==> src/rtl/a2k_pkg.sv <==
// Shared encodings for the multicycle sequencer: state codes, opcodes,
// ALU operation codes, PC mux selects and the decoded instruction class.
package a2k_pkg;

    typedef enum logic [2:0] {
        ST_FETCH  = 3'd0,
        ST_DECODE = 3'd1,
        ST_EXEC   = 3'd2,
        ST_MEM    = 3'd3,
        ST_WB     = 3'd4,
        ST_HALT   = 3'd5
    } state_e;

    localparam logic [5:0] OP_RTYPE = 6'b000000;
    localparam logic [5:0] OP_ADDI  = 6'b100000;
    localparam logic [5:0] OP_LW    = 6'b100001;
    localparam logic [5:0] OP_SW    = 6'b100010;
    localparam logic [5:0] OP_ORI   = 6'b100011;
    localparam logic [5:0] OP_ANDI  = 6'b100100;
    localparam logic [5:0] OP_BEQ   = 6'b100101;
    localparam logic [5:0] OP_BNE   = 6'b100110;
    localparam logic [5:0] OP_J     = 6'b111111;

    localparam logic [2:0] ALU_R    = 3'b000;
    localparam logic [2:0] ALU_ADDI = 3'b001;
    localparam logic [2:0] ALU_ANDI = 3'b010;
    localparam logic [2:0] ALU_ORI  = 3'b011;
    localparam logic [2:0] ALU_SW   = 3'b100;
    localparam logic [2:0] ALU_LW   = 3'b101;
    localparam logic [2:0] ALU_BEQ  = 3'b110;
    localparam logic [2:0] ALU_BNE  = 3'b111;
    localparam logic [2:0] ALU_NONE = 3'b000;

    localparam logic [1:0] PC_SRC_INC = 2'b00;
    localparam logic [1:0] PC_SRC_BR  = 2'b01;
    localparam logic [1:0] PC_SRC_JMP = 2'b10;

    typedef enum logic [3:0] {
        CLS_R,
        CLS_ADDI,
        CLS_LW,
        CLS_SW,
        CLS_ORI,
        CLS_ANDI,
        CLS_BEQ,
        CLS_BNE,
        CLS_J,
        CLS_ILL
    } op_class_e;

    // Classes whose second ALU operand is the immediate field.
    function automatic logic uses_imm(input op_class_e cls);
        return (cls == CLS_ADDI) || (cls == CLS_ORI) || (cls == CLS_ANDI) ||
               (cls == CLS_LW)   || (cls == CLS_SW);
    endfunction

endpackage

==> src/rtl/a2k_opdecode.sv <==
// Combinational opcode decoder: instruction class, ALU operation and an
// illegal-opcode flag.
module a2k_opdecode
    import a2k_pkg::*;
(
    input  logic [5:0] opcode,
    output op_class_e  op_class,
    output logic [2:0] alu_op,
    output logic       illegal
);

    always_comb begin
        op_class = CLS_ILL;
        alu_op   = ALU_NONE;
        illegal  = 1'b0;
        case (opcode)
            OP_RTYPE: begin op_class = CLS_R;    alu_op = ALU_R;    end
            OP_ADDI:  begin op_class = CLS_ADDI; alu_op = ALU_ADDI; end
            OP_LW:    begin op_class = CLS_LW;   alu_op = ALU_LW;   end
            OP_SW:    begin op_class = CLS_SW;   alu_op = ALU_SW;   end
            OP_ORI:   begin op_class = CLS_ORI;  alu_op = ALU_ORI;  end
            OP_ANDI:  begin op_class = CLS_ANDI; alu_op = ALU_ANDI; end
            OP_BEQ:   begin op_class = CLS_BEQ;  alu_op = ALU_BEQ;  end
            OP_BNE:   begin op_class = CLS_BNE;  alu_op = ALU_BNE;  end
            OP_J:     begin op_class = CLS_J;    alu_op = ALU_NONE; end
            default:  begin op_class = CLS_ILL;  alu_op = ALU_NONE; illegal = 1'b1; end
        endcase
    end

endmodule

==> src/rtl/multicycle_sequencer.sv <==
// Multicycle control sequencer: FETCH/DECODE/EXEC/MEM/WB control strobes,
// memory stall watchdog, sticky fault flags and a retired-instruction counter.
module multicycle_sequencer
    import a2k_pkg::*;
#(
    parameter int STALL_LIMIT = 16,
    parameter int CNT_W       = 16
) (
    input  logic             clk,
    input  logic             rst_n,
    input  logic [5:0]       opcode,
    input  logic             zero,
    input  logic             mem_ready,
    output logic             pc_write,
    output logic             ir_write,
    output logic             mem_req,
    output logic             mem_we,
    output logic             regdst,
    output logic             regwrite,
    output logic             memtoreg,
    output logic             alusrc,
    output logic [1:0]       pc_src,
    output logic [2:0]       ALUop,
    output logic [2:0]       state,
    output logic             illegal,
    output logic             bus_err,
    output logic             halted,
    output logic [CNT_W-1:0] instr_count
);

    localparam int WAIT_W = $clog2(STALL_LIMIT + 1);
    localparam logic [WAIT_W-1:0] WAIT_LAST = WAIT_W'(STALL_LIMIT - 1);

    state_e            state_q, state_d;
    logic [5:0]        op_q, op_d;
    logic [WAIT_W-1:0] wait_q, wait_d;
    logic [CNT_W-1:0]  cnt_q, cnt_d;
    logic              illegal_q, illegal_d;
    logic              bus_err_q, bus_err_d;
    logic              run_q, run_d;
    logic              enter_fetch;
    logic              stall_hit;

    logic [5:0]        dec_op;
    op_class_e         dec_cls;
    logic [2:0]        dec_alu;
    logic              dec_illegal;

    // DECODE acts on the live opcode; later states use the latched copy.
    assign dec_op = (state_q == ST_DECODE) ? opcode : op_q;

    a2k_opdecode u_opdecode (
        .opcode   (dec_op),
        .op_class (dec_cls),
        .alu_op   (dec_alu),
        .illegal  (dec_illegal)
    );

    // A stall on the last allowed cycle trips the watchdog; ready still wins.
    assign stall_hit = !mem_ready && (wait_q >= WAIT_LAST);

    always_comb begin
        state_d     = state_q;
        op_d        = op_q;
        wait_d      = wait_q;
        cnt_d       = cnt_q;
        illegal_d   = illegal_q;
        bus_err_d   = bus_err_q;
        run_d       = 1'b1;
        enter_fetch = 1'b0;
        case (state_q)
            ST_FETCH: begin
                if (run_q) begin
                    if (mem_ready) begin
                        state_d = ST_DECODE;
                    end else if (stall_hit) begin
                        state_d   = ST_HALT;
                        bus_err_d = 1'b1;
                    end else begin
                        wait_d = wait_q + 1'b1;
                    end
                end
            end
            ST_DECODE: begin
                op_d = opcode;
                if (dec_illegal) begin
                    state_d   = ST_HALT;
                    illegal_d = 1'b1;
                end else if (dec_cls == CLS_J) begin
                    enter_fetch = 1'b1;
                end else begin
                    state_d = ST_EXEC;
                end
            end
            ST_EXEC: begin
                case (dec_cls)
                    CLS_BEQ, CLS_BNE: enter_fetch = 1'b1;
                    CLS_LW, CLS_SW: begin
                        state_d = ST_MEM;
                        wait_d  = '0;
                    end
                    default: state_d = ST_WB;
                endcase
            end
            ST_MEM: begin
                if (mem_ready) begin
                    if (dec_cls == CLS_LW) begin
                        state_d = ST_WB;
                    end else begin
                        enter_fetch = 1'b1;
                    end
                end else if (stall_hit) begin
                    state_d   = ST_HALT;
                    bus_err_d = 1'b1;
                end else begin
                    wait_d = wait_q + 1'b1;
                end
            end
            ST_WB:   enter_fetch = 1'b1;
            ST_HALT: state_d = ST_HALT;
            default: state_d = ST_HALT;
        endcase
        if (enter_fetch) begin
            state_d = ST_FETCH;
            wait_d  = '0;
            cnt_d   = cnt_q + 1'b1;
        end
    end

    always_ff @(posedge clk or negedge rst_n) begin
        if (!rst_n) begin
            state_q   <= ST_FETCH;
            op_q      <= OP_RTYPE;
            wait_q    <= '0;
            cnt_q     <= '0;
            illegal_q <= 1'b0;
            bus_err_q <= 1'b0;
            run_q     <= 1'b0;
        end else begin
            state_q   <= state_d;
            op_q      <= op_d;
            wait_q    <= wait_d;
            cnt_q     <= cnt_d;
            illegal_q <= illegal_d;
            bus_err_q <= bus_err_d;
            run_q     <= run_d;
        end
    end

    // Strobes react within the cycle to mem_ready and zero, so they are
    // decoded from the registered state rather than registered themselves.
    always_comb begin
        pc_write = 1'b0;
        ir_write = 1'b0;
        mem_req  = 1'b0;
        mem_we   = 1'b0;
        regdst   = 1'b0;
        regwrite = 1'b0;
        memtoreg = 1'b0;
        alusrc   = 1'b0;
        pc_src   = PC_SRC_INC;
        ALUop    = ALU_NONE;
        case (state_q)
            ST_FETCH: begin
                if (run_q) begin
                    mem_req = 1'b1;
                    if (mem_ready) begin
                        ir_write = 1'b1;
                        pc_write = 1'b1;
                        pc_src   = PC_SRC_INC;
                    end
                end
            end
            ST_DECODE: begin
                if (!dec_illegal && dec_cls == CLS_J) begin
                    pc_write = 1'b1;
                    pc_src   = PC_SRC_JMP;
                end
            end
            ST_EXEC: begin
                ALUop  = dec_alu;
                alusrc = uses_imm(dec_cls);
                if (dec_cls == CLS_BEQ) begin
                    pc_write = zero;
                    pc_src   = PC_SRC_BR;
                end else if (dec_cls == CLS_BNE) begin
                    pc_write = !zero;
                    pc_src   = PC_SRC_BR;
                end
            end
            ST_MEM: begin
                mem_req = 1'b1;
                mem_we  = (dec_cls == CLS_SW);
                ALUop   = dec_alu;
                alusrc  = uses_imm(dec_cls);
            end
            ST_WB: begin
                regwrite = 1'b1;
                regdst   = (dec_cls == CLS_R);
                memtoreg = (dec_cls == CLS_LW);
            end
            default: ;
        endcase
    end

    assign state       = state_q;
    assign illegal     = illegal_q;
    assign bus_err     = bus_err_q;
    assign halted      = (state_q == ST_HALT);
    assign instr_count = cnt_q;

endmodule

==> config.mk <==
export PLATFORM = sky130hd
export DESIGN_NAME = multicycle_sequencer
export DESIGN_NICKNAME = d
export VERILOG_FILES = /design/src/rtl/a2k_pkg.sv /design/src/rtl/a2k_opdecode.sv /design/src/rtl/multicycle_sequencer.sv
export SDC_FILE = /design/constraint.sdc
export NUM_CORES = 1
export LEC_CHECK = 0
export BUFFER_PORTS_ARGS = -buffer_cell sky130_fd_sc_hd__clkbuf_2
export CORE_ASPECT_RATIO = 1.2
export CORE_MARGIN = 3
export CORE_UTILIZATION = 48
export CTS_CLUSTER_SIZE = 8
export DETAILED_ROUTE_END_ITERATION = 8
export GPL_ROUTABILITY_DRIVEN = 0
export PLACE_DENSITY = 0.76
export SETUP_SLACK_MARGIN = 0.4
export SYNTH_ARGS = -nofsm -noshare
export SYNTH_HDL_FRONTEND = slang
export SYNTH_SLANG_ARGS = --single-unit
==> constraint.sdc <==
create_clock -name clk -period 2 [get_ports clk]
set_input_delay 0.3 -clock clk [delete_from_list [all_inputs] [get_ports clk]]
set_output_delay 0.3 -clock clk [all_outputs]
set_load 0.02 [all_outputs]
==> impl_metrics.ini, run 1 <==
[layout]
nets = 328
drive_gt1_share_pct = 53.2
multi_input_area_sq_um = 1450
seqCellArea_sq_um = 835
diodes = 0
area_delta_synth_final_pct = 65.9
final_area_sq_um = 3280
fin_util_pct = 86.8
fillers = 178

[synth]
syn_area_sq_um = 1980
avgSynthCellArea_sq_um = 8.96
async_reset_ff_share_pct = 100
synth-edff-count = 0
synth_seq_cells = 33
synth_most_common_cell = dfrtp_1
ys.flop_type = dfrtp_1
synth.top_cells.by_area = dfrtp_1, xnor2_1, nand2_1, nor2_1, a21oi_1
syn-num-nets = 234
synth_cells = 221
yosys_warnings = 0
synth.yosys.seq_area_share_pct = 41.7
yosysUniqueCellTypes = 53
synth_top_cell_by_area = dfrtp_1
synth_common_cells = dfrtp_1, nand2_1, nor2_1
synth_top_area_share_pct = 41.7

[place]
place_area_sq_um = 2510
portBuffers = 44
dp.final_hpwl_microns = 3710

[drt]
dr_total_vias = 2241
wl_per_cell_microns = 20.5
via_per_inst = 6.09
routed_wl_microns = 7560
route.detailed.drc = 0
antenna_left = 0
firstDrtPassIters = 5
initialDrtViolationCount = 232

[worst_setup_path]
startpoint_type = register
cpMostUsedCell = nor2_2
endpoint_kind = output pin
ff2ff_setup_slack_ns = -0.13
cp_slowest_stage_delay_ns = 0.44
path_class = register to output pin
worst_path_max_delay_cell = dfrtp_2
cp.arrival_ns = 1.93
crit_required_ns = 1.70
path_cells = nor3b_4 > buf_12 > buf_6 > nor2_2 > a31oi_2 > xnor2_2 > nor2_2 > clkbuf_8
critPathMaxFanout = 7

[sta]
finalCritPeriodShare_pct = 111
hold_viol = 0
fin_ws_ns = -0.226
setup_viol = 18
maxSlewHeadroom_pct = 56.8
post-route-min-period_ns = 2.23
timing.fmax_mhz = 449
slew_violations = 0
rsz0062_at_grt = yes
worstMarginPinSlew_ns = 0.632
skew_ns = 0.0130

[die]
die_h_microns = 76.3
io_pins = 45
die-area_sq_um = 4930
start_util_pct = 52.3
rows = 24
die_w_microns = 64.6
core_sq_um = 3780

[power]
p_per_area_nw_per_um2 = 1350
p_leak_nw = 1.49
power_w = 0.00444
ir_worst_vdd_mv = 0.965

[grt]
grt_max_degree = 21
grt_pass1_wl_microns = 9430
grtUsageTotal_pct = 24.1
antenna_found_initial = 0
grt_overflow = 0
grt_pass1_vias = 2019

[clock_network]
clk_latency_ns = 0.29
cts_root_buf = clkbuf_8
cts.sinks = 33
cts_tree = done
cts_max_level = 2
clk_pin_slew_worst_paths_ns = 0.08
cts_buffers = 5
clockBufferDepth = 2

[outcome]
failed_checks = negative setup slack
status = finished, violations left

[job]
maxCapViolCount = 0

[min_path]
worstHoldPathType = primary input to register
[final timing paths]
path	from	to	cells after the start
min	opcode[3]	op_q[3]	3
max	state[2]	ALUop[1]	8
min in group asynchronous	rst_n	state[1]	2
max reg2reg	wait_q[1]	state[0]	8
max in group asynchronous	rst_n	run_q	3
min reg2reg	instr_count[11]	instr_count[11]	1
[state kept, by name, summed over array words and instances, names as in the netlist]
name	count
instr_count	16
state	3
illegal	1
bus_err	1
wait_q	5
run_q	1
op_q	6
[cell usage in the layout (no fill, tap or decap), drive strengths merged, types with 3 or more instances in the layout]
cell	synthesis	final
buf	3	59
clkbuf	8	43
dfrtp	33	33
nand2	32	32
nor2	21	21
xnor2	17	17
nand3	9	9
a21oi	9	9
nand4	7	7
nor3	7	7
o21ai	7	7
nand2b	6	6
inv	5	5
and3	5	5
nor3b	4	4
nor4	4	4
and2	4	4
and3b	3	3
xor2	3	3
a211oi	3	3
ha	3	3
[cell families (layout without fill, tap and decap cells)]
group                      Yosys count  after routing  share of synthesized area, %
and+or+nand+nor                    114            114                          31.3
AOI/OAI and AO/OA                   32             32                          11.1
buffers and inverters               16            111                          3.67
adders and majority gates            3              3                          1.90
muxes                                2              2                          1.26
DFF                                 33             33                          41.7
xor gates and xnor gates            20             20                          8.85
other                                1              1                         0.189
[power by group]
group / total, W / leakage (nW) / switching [W] / internal (W)
Sequential: 0.00109 / 0.415 / 0.000243 / 0.000842
Clock: 0.000500 / 0.0439 / 0.000259 / 0.000240
Combinational: 0.00285 / 1.03 / 0.00142 / 0.00143
[what timing repair did]
item	CTS	global route
resized for setup	41	64
setup endpoints to repair	39	40
hold buffers	1	0
endpoints found under the hold margin	19	0
cloned	0	1
setup buffers	15	13
pin swaps	21	26
[layout make-up]
type | instances | share of cell area (%)
Clock buffer | 5 | 2.10
Clock inverter | 3 | 0.534
Inverter | 5 | 0.572
Multi-Input combinational cell | 172 | 44.1
Sequential cell | 33 | 25.4
Tap cell | 52 | 1.98
Timing Repair Buffer | 98 | 25.3
[critical path, delay by kind of cell, from the launching register on]
family,cells,cell delay [ns]
flops,1,0.44
buf+inv,3,0.44
compound gates,1,0.21
xor+xnor,1,0.10
simple gates,3,0.44
[metrics by stage]
stage / setup WS (ns) / hold WS (ns) / instances / TNS, ns
after detailed placement: -0.0808 / 0.296 / 330 / -0.358
after CTS: -0.176 / 0.247 / 354 / -0.764
final: -0.226 / 0.285 / 368 / -1.57
after global routing: -0.287 / 0.301 / 368 / -2.81
after global placement: -0.0255 / 0.290 / 330 / -0.0514
after floorplan: -0.0150 / 0.00441 / 221 / -0.0295
[layer usage]
layer  up-vias  GRT usage [%]  share of wire, %
li1        963              -                 -
met1      1106           29.1                38
met2       139           41.8                52
met3        33           4.28               6.8
met4         0           9.73               4.1
met5         -              0                 0
Power figures use the tool's default switching activity.
==> run 2, diff against run 1 <==
Settings changed: REMOVE_ABC_BUFFERS from default to 1, SKIP_LAST_GASP from default to 1.
==> impl_metrics.ini, run 2 (synthesis gave the netlist of run 1 again) <==
[sta]
slew_violations = 0
skew_ns = 0.0137
rsz0062_at_grt = yes
fin_ws_ns = -0.381
post-route-min-period_ns = 2.38
hold_viol = 0
worst_hold_slack_ns = 0.0849
finalCritPeriodShare_pct = 119
worstMarginPinSlew_ns = 0.830
maxSlewHeadroom_pct = 44.7
timing.fmax_mhz = 420
setup_viol = 37

[worst_setup_path]
r2r-end = instr_count[7]
cp.arrival_ns = 2.08
path_class = register to output pin
startpoint_type = register
reg2reg_depth = 6
reg2reg_from = op_q[3]
crit_required_ns = 1.70
ff2ff_setup_slack_ns = -0.26
endpoint_kind = output pin
critPathMaxFanout = 4

[place]
dp.final_hpwl_microns = 3460
portBuffers = 44
preCtsSetupSlack_ns = -0.235
dpl.cell_count = 329

[clock_network]
cts_buffers = 5
clk_latency_ns = 0.30
cts_tree = done
cts_root_buf = clkbuf_8
cts.sinks = 33
clockBufferDepth = 2
clk_pin_slew_worst_paths_ns = 0.08
hold_buffers = 0
cts_max_level = 2

[die]
rows = 24
core_sq_um = 3780
die-area_sq_um = 4930
start_util_pct = 52.3
io_pins = 45
die_h_microns = 76.3
die_w_microns = 64.6

[drt]
firstDrtPassIters = 5
routed_wl_microns = 10200
dr_total_vias = 2508
route.detailed.drc = 0
initialDrtViolationCount = 366
antenna_left = 0
wl_per_cell_microns = 26.9
via_per_inst = 6.60

[outcome]
status = finished, violations left
failed_checks = negative setup slack

[layout]
diodes = 0
drive_gt1_share_pct = 54.9
mostFrequentLayoutCell = buf_4
area_delta_synth_final_pct = 76.1
nets = 340
fin_cells = 380
seqCellArea_sq_um = 827
fillers = 136
layout_common_cells = buf_4, dfrtp_1, clkbuf_2
multi_input_area_sq_um = 1520
largest_reg_flops = 16

[min_path]
worstHoldPathType = primary input to asynchronous set/reset pin

[grt]
grt_pass1_vias = 2318
grt_pass1_wl_microns = 11500
grt_overflow = 0
grt_max_degree = 34
grtUsageTotal_pct = 30.5
antenna_found_initial = 0

[power]
p_leak_nw = 1.63
p_per_area_nw_per_um2 = 1440
power_w = 0.00503
ir_worst_vdd_mv = 1.15

[job]
maxCapViolCount = 0
run 2: worst max-delay path: stages, from the launching register on:
cell,delay [ns]
dfrtp_1,0.44
nor3b_4,0.35
buf_6,0.18
mux2i_4,0.32
xnor2_1,0.12
nor2_1,0.18
buf_4,0.19
run 2: stage by stage:
step	util [%]	area, sq um	setup TNS (ns)
2_1_floorplan	-	1930	-6.70
3_3_place_gp	63.3	2400	-0.417
3_5_place_dp	63.3	2400	-0.740
4_1_cts	82.1	3110	-0.577
5_1_grt	92.1	3490	-8.20
6_report	92.1	3490	-6.08
run 2: cell type report:
cell class | count | area share [%]
Multi-Input combinational cell | 172 | 43.6
Clock buffer | 7 | 2.76
Inverter | 5 | 0.538
Timing Repair Buffer | 110 | 27.4
Sequential cell | 33 | 23.7
Clock inverter | 1 | 0.144
Tap cell | 52 | 1.87
run 2: how the worst max path moves through the flow:
stage | cells past startpoint | end | startpoint | slack, ns
floorplan | 5 | state[2] | state[0] | -0.46
global placement | 8 | state[2] | wait_q[0] | -0.19
detailed placement | 8 | state[2] | wait_q[0] | -0.23
CTS | 6 | pc_write | state[1] | -0.12
global route | 6 | ALUop[1] | state[0] | -0.48
finish | 6 | ALUop[1] | state[0] | -0.38
run 2: layer usage:
layer	track usage, %	share of wire, %
met5	0	0
met4	19.7	9.6
met3	5.60	8.6
met2	53.5	48
met1	33.0	33
run 2: what timing repair did:
action / CTS / global route
setup buffers: 27 / 12
pin swaps: 24 / 32
setup endpoints to repair: 39 / 43
gates resized for setup: 82 / 58
cloned: 2 / 2
run 2: report_power, final:
part | internal [W] | switching (W)
Clock | 0.000311 | 0.000271
Sequential | 0.000831 | 0.000244
Combinational | 0.00160 | 0.00177
